$ cat src/rtl/adc_stream_pkg.sv
// Shared types and helpers for the per-channel ADC stream controller.
package adc_stream_pkg;

    localparam int WORD_BYTES = 4;
    localparam int REQ_AW     = 12;
    localparam int REQ_DW     = 32;
    localparam int REQ_CW     = 4;

    typedef struct packed {
        logic [REQ_AW-1:0] addr;
        logic [REQ_DW-1:0] data;
        logic [REQ_CW-1:0] chid;
        logic              last;
        logic              half;
    } adc_req_t;

    function automatic logic [REQ_CW-1:0] get_chid(input logic [REQ_DW-1:0] smp, input int lsb);
        return smp[lsb +: REQ_CW];
    endfunction

endpackage

$ cat src/rtl/adc_ch_ptr_type1.sv
// One channel's run state, ring-buffer write pointer and decimation counter.
module adc_ch_ptr_type1
    import adc_stream_pkg::*;
#(
    parameter int TRANS_SIZE  = 16,
    parameter int DECIM_WIDTH = 8
) (
    input  logic                   clk_i,
    input  logic                   rst_i,
    input  logic                   cfg_en_i,
    input  logic                   cfg_clr_i,
    input  logic [TRANS_SIZE-1:0]  cfg_size_i,
    input  logic                   cfg_continuous_i,
    input  logic [DECIM_WIDTH-1:0] cfg_decim_i,
    input  logic                   smp_hit_i,
    input  logic                   accept_i,
    output logic                   en_o,
    output logic [TRANS_SIZE-1:0]  wr_ptr_o,
    output logic                   keep_o,
    output logic                   half_o,
    output logic                   last_o
);

    localparam logic [TRANS_SIZE-1:0] WORD_B = TRANS_SIZE'(WORD_BYTES);

    logic [DECIM_WIDTH-1:0] decim_cnt;
    logic [TRANS_SIZE-1:0]  ptr_next;
    logic [TRANS_SIZE-1:0]  half_thr;

    // A 4-byte buffer has a zero half threshold; treat its only word as the half word too.
    always_comb begin
        ptr_next = wr_ptr_o + WORD_B;
        half_thr = (cfg_size_i >> 1) & ~(WORD_B - 1'b1);
        if (half_thr == '0) begin
            half_thr = WORD_B;
        end
    end

    assign keep_o = (decim_cnt == '0);
    assign half_o = (ptr_next == half_thr);
    assign last_o = (ptr_next == cfg_size_i);

    always_ff @(posedge clk_i or posedge rst_i) begin
        if (rst_i) begin
            en_o      <= 1'b0;
            wr_ptr_o  <= '0;
            decim_cnt <= '0;
        end else if (cfg_clr_i) begin
            en_o     <= 1'b0;
            wr_ptr_o <= '0;
        end else if (cfg_en_i) begin
            en_o      <= (cfg_size_i >= WORD_B);
            wr_ptr_o  <= '0;
            decim_cnt <= cfg_decim_i;
        end else begin
            if (smp_hit_i) begin
                decim_cnt <= keep_o ? cfg_decim_i : decim_cnt - 1'b1;
            end
            if (accept_i) begin
                wr_ptr_o <= last_o ? '0 : ptr_next;
                if (last_o && !cfg_continuous_i) begin
                    en_o <= 1'b0;
                end
            end
        end
    end

endmodule

$ cat src/rtl/adc_ch_stream_type1.sv
// Per-channel ADC stream controller: decode, decimate, address and hand samples to uDMA.
module adc_ch_stream_type1
    import adc_stream_pkg::*;
#(
    parameter int ADC_DATA_WIDTH = 32,
    parameter int NUM_CHS        = 16,
    parameter int CH_ID_LSB      = 28,
    parameter int CH_ID_WIDTH    = 4,
    parameter int L2_AWIDTH_NOAL = 12,
    parameter int TRANS_SIZE     = 16,
    parameter int DECIM_WIDTH    = 8,
    parameter int DROP_CNT_WIDTH = 16
) (
    input  logic                              clk_i,
    input  logic                              rst_i,
    input  logic                              smp_valid_i,
    input  logic [ADC_DATA_WIDTH-1:0]         smp_data_i,
    input  logic [NUM_CHS*L2_AWIDTH_NOAL-1:0] cfg_startaddr_i,
    input  logic [NUM_CHS*TRANS_SIZE-1:0]     cfg_size_i,
    input  logic [NUM_CHS-1:0]                cfg_continuous_i,
    input  logic [NUM_CHS*DECIM_WIDTH-1:0]    cfg_decim_i,
    input  logic [NUM_CHS-1:0]                cfg_en_i,
    input  logic [NUM_CHS-1:0]                cfg_clr_i,
    output logic [NUM_CHS-1:0]                ch_en_o,
    output logic [NUM_CHS*TRANS_SIZE-1:0]     ch_wr_ptr_o,
    output logic                              req_valid_o,
    input  logic                              req_ready_i,
    output logic [L2_AWIDTH_NOAL-1:0]         req_addr_o,
    output logic [ADC_DATA_WIDTH-1:0]         req_data_o,
    output logic [CH_ID_WIDTH-1:0]            req_chid_o,
    output logic [NUM_CHS-1:0]                ch_event_o,
    output logic [NUM_CHS-1:0]                half_event_o,
    output logic [DROP_CNT_WIDTH-1:0]         drop_cnt_o,
    input  logic                              drop_cnt_clr_i
);

    logic [CH_ID_WIDTH-1:0] chid;
    logic                   chid_ok;
    logic [NUM_CHS-1:0]     hit;
    logic [NUM_CHS-1:0]     keep;
    logic [NUM_CHS-1:0]     half;
    logic [NUM_CHS-1:0]     last;
    logic [NUM_CHS-1:0]     accept;
    logic [TRANS_SIZE-1:0]  ptr [NUM_CHS];

    adc_req_t req_q;
    adc_req_t req_d;
    logic     req_vld;
    logic     handshake;
    logic     flush;
    logic     free;
    logic     kept;
    logic     drop_inc;

    assign chid    = CH_ID_WIDTH'(get_chid(REQ_DW'(smp_data_i), CH_ID_LSB));
    assign chid_ok = 32'(chid) < NUM_CHS;

    // A channel seeing en or clr this cycle ignores the sample; the config action wins.
    always_comb begin
        hit = '0;
        for (int i = 0; i < NUM_CHS; i++) begin
            hit[i] = smp_valid_i && chid_ok && (32'(chid) == i) && ch_en_o[i]
                     && !cfg_en_i[i] && !cfg_clr_i[i];
        end
    end

    always_comb begin
        flush = 1'b0;
        for (int i = 0; i < NUM_CHS; i++) begin
            if (req_vld && cfg_clr_i[i] && (32'(req_q.chid) == i)) begin
                flush = 1'b1;
            end
        end
    end

    assign handshake = req_vld && req_ready_i;
    assign free      = !req_vld || handshake || flush;
    assign kept      = |(hit & keep);
    assign accept    = (hit & keep) & {NUM_CHS{free}};
    assign drop_inc  = kept && !free;

    always_comb begin
        req_d = req_q;
        for (int i = 0; i < NUM_CHS; i++) begin
            if (hit[i]) begin
                req_d.addr = REQ_AW'(cfg_startaddr_i[i*L2_AWIDTH_NOAL +: L2_AWIDTH_NOAL]
                                     + L2_AWIDTH_NOAL'(ptr[i]));
                req_d.data = REQ_DW'(smp_data_i);
                req_d.chid = REQ_CW'(chid);
                req_d.last = last[i];
                req_d.half = half[i];
            end
        end
    end

    for (genvar g = 0; g < NUM_CHS; g++) begin : g_ch
        adc_ch_ptr_type1 #(
            .TRANS_SIZE  (TRANS_SIZE),
            .DECIM_WIDTH (DECIM_WIDTH)
        ) u_ptr (
            .clk_i            (clk_i),
            .rst_i            (rst_i),
            .cfg_en_i         (cfg_en_i[g]),
            .cfg_clr_i        (cfg_clr_i[g]),
            .cfg_size_i       (cfg_size_i[g*TRANS_SIZE +: TRANS_SIZE]),
            .cfg_continuous_i (cfg_continuous_i[g]),
            .cfg_decim_i      (cfg_decim_i[g*DECIM_WIDTH +: DECIM_WIDTH]),
            .smp_hit_i        (hit[g]),
            .accept_i         (accept[g]),
            .en_o             (ch_en_o[g]),
            .wr_ptr_o         (ptr[g]),
            .keep_o           (keep[g]),
            .half_o           (half[g]),
            .last_o           (last[g])
        );
        assign ch_wr_ptr_o[g*TRANS_SIZE +: TRANS_SIZE] = ptr[g];
    end

    always_ff @(posedge clk_i or posedge rst_i) begin
        if (rst_i) begin
            req_vld <= 1'b0;
            req_q   <= '0;
        end else if (|accept) begin
            req_vld <= 1'b1;
            req_q   <= req_d;
        end else if (handshake || flush) begin
            req_vld <= 1'b0;
        end
    end

    // A request flushed by clr in its handshake cycle emits no events.
    always_comb begin
        ch_event_o   = '0;
        half_event_o = '0;
        for (int i = 0; i < NUM_CHS; i++) begin
            if (handshake && !flush && (32'(req_q.chid) == i)) begin
                ch_event_o[i]   = req_q.last;
                half_event_o[i] = req_q.half;
            end
        end
    end

    always_ff @(posedge clk_i or posedge rst_i) begin
        if (rst_i) begin
            drop_cnt_o <= '0;
        end else if (drop_cnt_clr_i) begin
            drop_cnt_o <= '0;
        end else if (drop_inc && !(&drop_cnt_o)) begin
            drop_cnt_o <= drop_cnt_o + 1'b1;
        end
    end

    assign req_valid_o = req_vld;
    assign req_addr_o  = L2_AWIDTH_NOAL'(req_q.addr);
    assign req_data_o  = ADC_DATA_WIDTH'(req_q.data);
    assign req_chid_o  = CH_ID_WIDTH'(req_q.chid);

endmodule
$ cat config.mk
export PLATFORM = sky130hd
export DESIGN_NAME = adc_ch_stream_type1
export DESIGN_NICKNAME = d
export VERILOG_FILES = /design/src/rtl/adc_stream_pkg.sv /design/src/rtl/adc_ch_ptr_type1.sv /design/src/rtl/adc_ch_stream_type1.sv
export SDC_FILE = /design/constraint.sdc
export NUM_CORES = 2
export LEC_CHECK = 0
export CAP_MARGIN = 20
export CORE_AREA = 4 4 400 402
export CTS_BUF_LIST = sky130_fd_sc_hd__clkbuf_4 sky130_fd_sc_hd__clkbuf_8
export DETAILED_ROUTE_END_ITERATION = 8
export DIE_AREA = 0 0 404 406
export HOLD_SLACK_MARGIN = 0.02
export PLACE_DENSITY_LB_ADDON = 0.25
export SKIP_CTS_REPAIR_TIMING = 1
export SLEW_MARGIN = 20
export SYNTH_ARGS = -nofsm -noshare
export SYNTH_HDL_FRONTEND = slang
export SYNTH_SLANG_ARGS = --single-unit
export TNS_END_PERCENT = 20
$ cat constraint.sdc
create_clock -name clk_i -period 19.5 [get_ports clk_i]
set_input_delay 2.925 -clock clk_i [delete_from_list [all_inputs] [get_ports clk_i]]
set_output_delay 2.925 -clock clk_i [all_outputs]
set_load 0.05 [all_outputs]
== Yosys cells after proc, flatten, opt, wreduce, memory -nomap -nowiden ==
Index checks and enable logic that the tools add are counted.
Storage, ports and cells
  register bits after elaboration: 467
  input bits: 661
Operators by class
  add/subtract/negate cells: 49
  order comparisons: 16
  eq/ne operators: 62
  reductions and logical operators: 308
  bitwise logic cells: 18
  mux-type cells: 260
Operator list (number)
  $mux 16: 66
  $mux 50: 16
  $eq 16x16->1: 32
  $mux 8: 48
  $add 16x3->16 const B: 16
  $ge 16x3->1 const B: 16
  $logic_not 16->1: 16
  $mux 15: 16
  $add 12x12->12: 16
  $logic_and 1x1->1: 132
  $logic_not 8->1: 16
  $sub 8x1->8 const B: 16
  $mux 1: 114
  $reduce_bool 3->1: 32
  $reduce_and 2->1: 33
  $eq 4x4->1 const B: 16
  $logic_not 1->1: 52
  $reduce_bool 2->1: 18
  $and 16x16->16: 2
  $eq 4x3->1 const B: 8
  $reduce_or 16->1: 2
  $add 16x1->16 const B: 1
  $eq 4x2->1 const B: 4
  $not 1->1: 16
  5 further kinds: 9

== Longest topological paths before layout ==
  word-level depth: 24
  gate-level depth with buffers: 15
  gate-level depth less buffers: 12

== Modules after synthesis ==
A second synthesis with hierarchy kept.
Unflattened totals
  cells, all modules: 6619
  area, all modules: 51941.1 um^2
Modules (own cells, without submodules)
  adc_ch_ptr_type1 at g_ch[0].u_ptr ...: cells an instance 306, area an instance 2426.1 um^2, sequential area each 575.6 um^2, instances 15
  adc_ch_stream_type1: cells an instance 1691, area an instance 13003.7 um^2, sequential area each 1576.5 um^2, instances 1
  adc_ch_ptr_type1 at g_ch[1].u_ptr: cells an instance 338, area an instance 2546.2 um^2, sequential area each 575.6 um^2, instances 1

== Worst setup path after synthesis ==
Ideal clock, no wire load.
  path kind: input to output
  start point: in cfg_clr_i[13]
  end point: out ch_event_o[3]
  path buffers: 1
  path slack: 11676 ps
  stages on the path: 9
  data arrival time: 4899 ps
  cell sequence: clkbuf_1 > mux2i_1 > nor3b_1 > o32a_1 > or3_1 > inv_1 > and3_1 > nand3_1 > nor2_1
On the way
  word-level cells in the longest chain between the ends: 9
Ends and longest elaborated chain
  start, declared: line adc_ch_stream_type1.sv:23  | input logic [NUM_CHS-1:0] cfg_clr_i,
  $logic_and 1x1->1 (2 in series): line adc_ch_stream_type1.sv:70  | if (req_vld && cfg_clr_i[i] && (32'(req_q.chid) == i)) begin
  $mux 1 (3 in series): line adc_ch_stream_type1.sv:70
  $logic_not 1->1: line adc_ch_stream_type1.sv:136  | if (handshake && !flush && (32'(req_q.chid) == i)) begin
  $logic_and 1x1->1 (2 in series): line adc_ch_stream_type1.sv:136
  $mux 1: line adc_ch_stream_type1.sv:136
  end, declared: line adc_ch_stream_type1.sv:31  | output logic [NUM_CHS-1:0] ch_event_o,
Every way passes these cells.

== Worst setup path after layout ==
  start point: in cfg_clr_i[2]
  end point: out half_event_o[11]
On the way
  word-level cells in the longest chain between the ends: 20
Ends and longest elaborated chain
  $logic_and 1x1->1 (2 in series): line adc_ch_stream_type1.sv:70
  $mux 1 (14 in series): line adc_ch_stream_type1.sv:70
  $logic_not 1->1: line adc_ch_stream_type1.sv:136
  $logic_and 1x1->1 (2 in series): line adc_ch_stream_type1.sv:136
  $mux 1: line adc_ch_stream_type1.sv:136
  end, declared: line adc_ch_stream_type1.sv:32  | output logic [NUM_CHS-1:0] half_event_o,
Every way passes these cells.

==> impl_metrics.env <==
export IMPL_placed_area_mm2=0.05454
export IMPL_dr_total_vias=48390
export IMPL_min_from="req_data_o[10]"
export IMPL_grt_max_degree=124
export IMPL_critPathKind="in -> out"
export IMPL_clk_pin_slew_worst_paths_ns=0.05
export IMPL_drtPass1Iterations=6
export IMPL_drt_iter0_markers=4591
export IMPL_synth_edf_count=0
export IMPL_avgRoutedWirePerCell_um=27.40
export IMPL_pwr_density_cell_mw_per_mm2=51.01
export IMPL_cts_sinks=431
export IMPL_grt_pass1_vias=45950
export IMPL_track_usage=0.2766
export IMPL_syn_cell_area_mm2=0.04358
export IMPL_cts_buffers=94
export IMPL_area_growth_pct=30.53
export IMPL_path_cells="clkdlybuf4s50_1 -> nand3b_1 -> a21oi_1 -> o32a_1 -> or3_1 -> inv_1 -> and3_1 -> nand3_1 -> nor2_1 -> clkdlybuf4s50_1"
export IMPL_clk_latency_ns=0.86
export IMPL_end_kind="output port"
export IMPL_grt_overflow=0
export IMPL_synth_ff_type="dfrtp_1"
export IMPL_synth_area_top_cells="dfrtp_1 (25%), xnor2_1 (9.3%), o21ai_0 (6.2%)"
export IMPL_cpPeakStageDelay_ns=0.83
export IMPL_start_util=0.2793
export IMPL_antenna_found_initial=89
export IMPL_rows=145
export IMPL_hold_violations=0
export IMPL_cts_tree="yes"
export IMPL_fmax_ghz=0.1067
export IMPL_postRouteAntennaNets=0
export IMPL_synth_most_common_cell="nor2_1"
export IMPL_ys_warn_count=0
export IMPL_dieHeight_um=406
export IMPL_setup_viol=0
export IMPL_final_nets=7335
export IMPL_arrival_ns=6.44
export IMPL_finalMaxSlewViolations=0
export IMPL_drive_above_1_share=0.04685
export IMPL_path_common_cell="clkdlybuf4s50_1"
export IMPL_critical_path_top_delay_family="buffers and inverters"
export IMPL_ys_top_cells_by_count="nor2_1 (564), o21ai_0 (537), nand2_1 (466)"
export IMPL_finalPower_w=0.002901
export IMPL_grt_setup_unrepaired="false"
export IMPL_crit_fanout=5
export IMPL_io_pins=1030
export IMPL_core_area_mm2=0.1560
export IMPL_required_ns=16.57
export IMPL_fill_cells=16370
export IMPL_tightest_slew_ns=1.149
export IMPL_cp_start_kind="primary input"
export IMPL_die_area_mm2=0.1640
export IMPL_min_path_cells=2
export IMPL_routed_wirelength_um=237700
export IMPL_outcome="complete, no violations"
export IMPL_setup_tns_ns=0
export IMPL_max_cap_violations=0
export IMPL_vias_per_cell=5.576
export IMPL_port_buffers=997
export IMPL_die_width_um=404
export IMPL_final_cells=8678
export IMPL_relSlewSlack=0.2269
export IMPL_crit_slowest_cell="clkdlybuf4s50_1"
export IMPL_hpwlAfterDp_um=192200
export IMPL_synth_top_area_share=0.2475
export IMPL_post_route_period_util=0.4805
export IMPL_ys_ff_latch=431
export IMPL_finalClockSkew_ns=0.08556
export IMPL_finalWeightedCongestion=0.9674
export IMPL_power_leakage_nw=21.56
export IMPL_reg2regPathDepth=9
export IMPL_clk_path_buf_depth=3
export IMPL_htreeDepth=3
export IMPL_final_area_mm2=0.05688
export IMPL_hp_class="reg -> reg"
export IMPL_synth_async_reset_ratio=1.000
export IMPL_path_buf_inv=3
export IMPL_ir_drop_v=0.00004639
export IMPL_ff2ff_setup_slack_ns=14.59
export IMPL_synth_cells=5761
export IMPL_grt_pass1_wl_um=334700
export IMPL_whs_endpoint="req_data_o[10]"
export IMPL_yosys_area_top_type="dfrtp_1"
export IMPL_r2r_end="g_ch[3].u_ptr.wr_ptr_o[6]"
export IMPL_clock_root_buffer="clkbuf_8"
export IMPL_drc=0
export IMPL_ys_types=99
export IMPL_min_period_ns=9.369
export IMPL_r2r_start="req_data_o[28]"
export IMPL_yosysSeqAreaShare=0.2475
export IMPL_dp_cells=8440
export IMPL_synth_avg_cell_area_um2=7.564
power by group:
part | switching (W) | internal [W] | leakage, nW
Clock | 0.000510 | 0.000678 | 1.14
Sequential | 0.0000736 | 0.000963 | 5.75
Combinational | 0.000385 | 0.000292 | 14.7
Total | 0.000968 | 0.00193 | 21.6
per-stage QoR:
step	setup WS (ns)	hold slack [ns]	utilization
after floorplan	4.572	0.4400	-
after global placement	10.09	0.4494	0.3495
after detailed placement	10.09	0.4557	0.3496
after CTS	10.08	0.4677	0.3634
after global routing	9.976	0.4927	0.3643
final	10.13	0.4624	0.3646
state kept, by name (all words and copies together) (netlist names):
register,flops
g_ch.u_ptr.en_o,16
g_ch.u_ptr.decim_cnt,128
req_q,2
req_addr_o,12
g_ch.u_ptr.wr_ptr_o,224
req_valid_o,1
req_data_o,32
drop_cnt_o,16
worst reg2reg max path, cell delays in order (launching register included):
cell and delay (ns):
dfrtp_1 0.94, nor2b_1 0.64, nand3b_1 0.13, o311ai_0 0.11
or3_1 0.36, or2_2 0.89, nand3_1 1.08, nor2b_1 0.39
o21ai_0 0.12, o31ai_1 0.11
cell usage in the layout (no fill, tap or decap), drive strengths merged, types with 62 or more instances in the layout:
master / count
nand2: 467
clkbuf: 150
and3: 90
nor3: 225
nor2b: 62
o21ai: 549
diode: 67
nor2: 564
xor2: 254
ha: 195
nand4: 117
clkdlybuf4s50: 997
nand3: 215
xnor2: 462
inv: 144
dfrtp: 431
o31ai: 140
a21oi: 352
nor4: 132
worst max-delay path by stage:
stage,from,endpoint,slack [ns],cells past startpoint
after floorplan,rst_i,drop_cnt_o[0],4.57,1
after global routing,cfg_clr_i[2],half_event_o[3],9.98,10
after CTS,cfg_clr_i[2],half_event_o[11],10.08,10
final,cfg_clr_i[2],half_event_o[11],10.13,10
after detailed placement,cfg_clr_i[2],half_event_o[11],10.09,10
after global placement,cfg_clr_i[2],half_event_o[11],10.09,10
kinds of logic (layout without fill, tap and decap cells):
group                      after synthesis  after routing  synth area share
DFF                                    431            431            0.2475
and+or+nand+nor                       2243           2243            0.2610
other                                    1            101        0.00008605
buffers and inverters                  601           1360           0.06265
AOI/OAI and AO/OA                     1532           1532            0.2173
adders and majority gates              196            196           0.05622
muxes                                   36             36          0.008556
xor gates and xnor gates               721            721            0.1467
final cells by class:
type,count,area [µm²],area share
multi-input combinational,4762,30280,0.5324
clock inverter,21,276.5,0.004861
sequential,431,10790,0.1896
inverter,140,533.0,0.009370
timing repair buffer,1050,10390,0.1826
antenna,67,167.7,0.002947
tap,2058,2575,0.04527
clock buffer,149,1876,0.03297
routing by layer:
metal	wire length, µm	global-route usage
met1	100500	0.3565
met2	106800	0.4310
met3	18470	0.06602
met4	11780	0.1412
met5	179	0
Power figures use the tool's default switching activity.
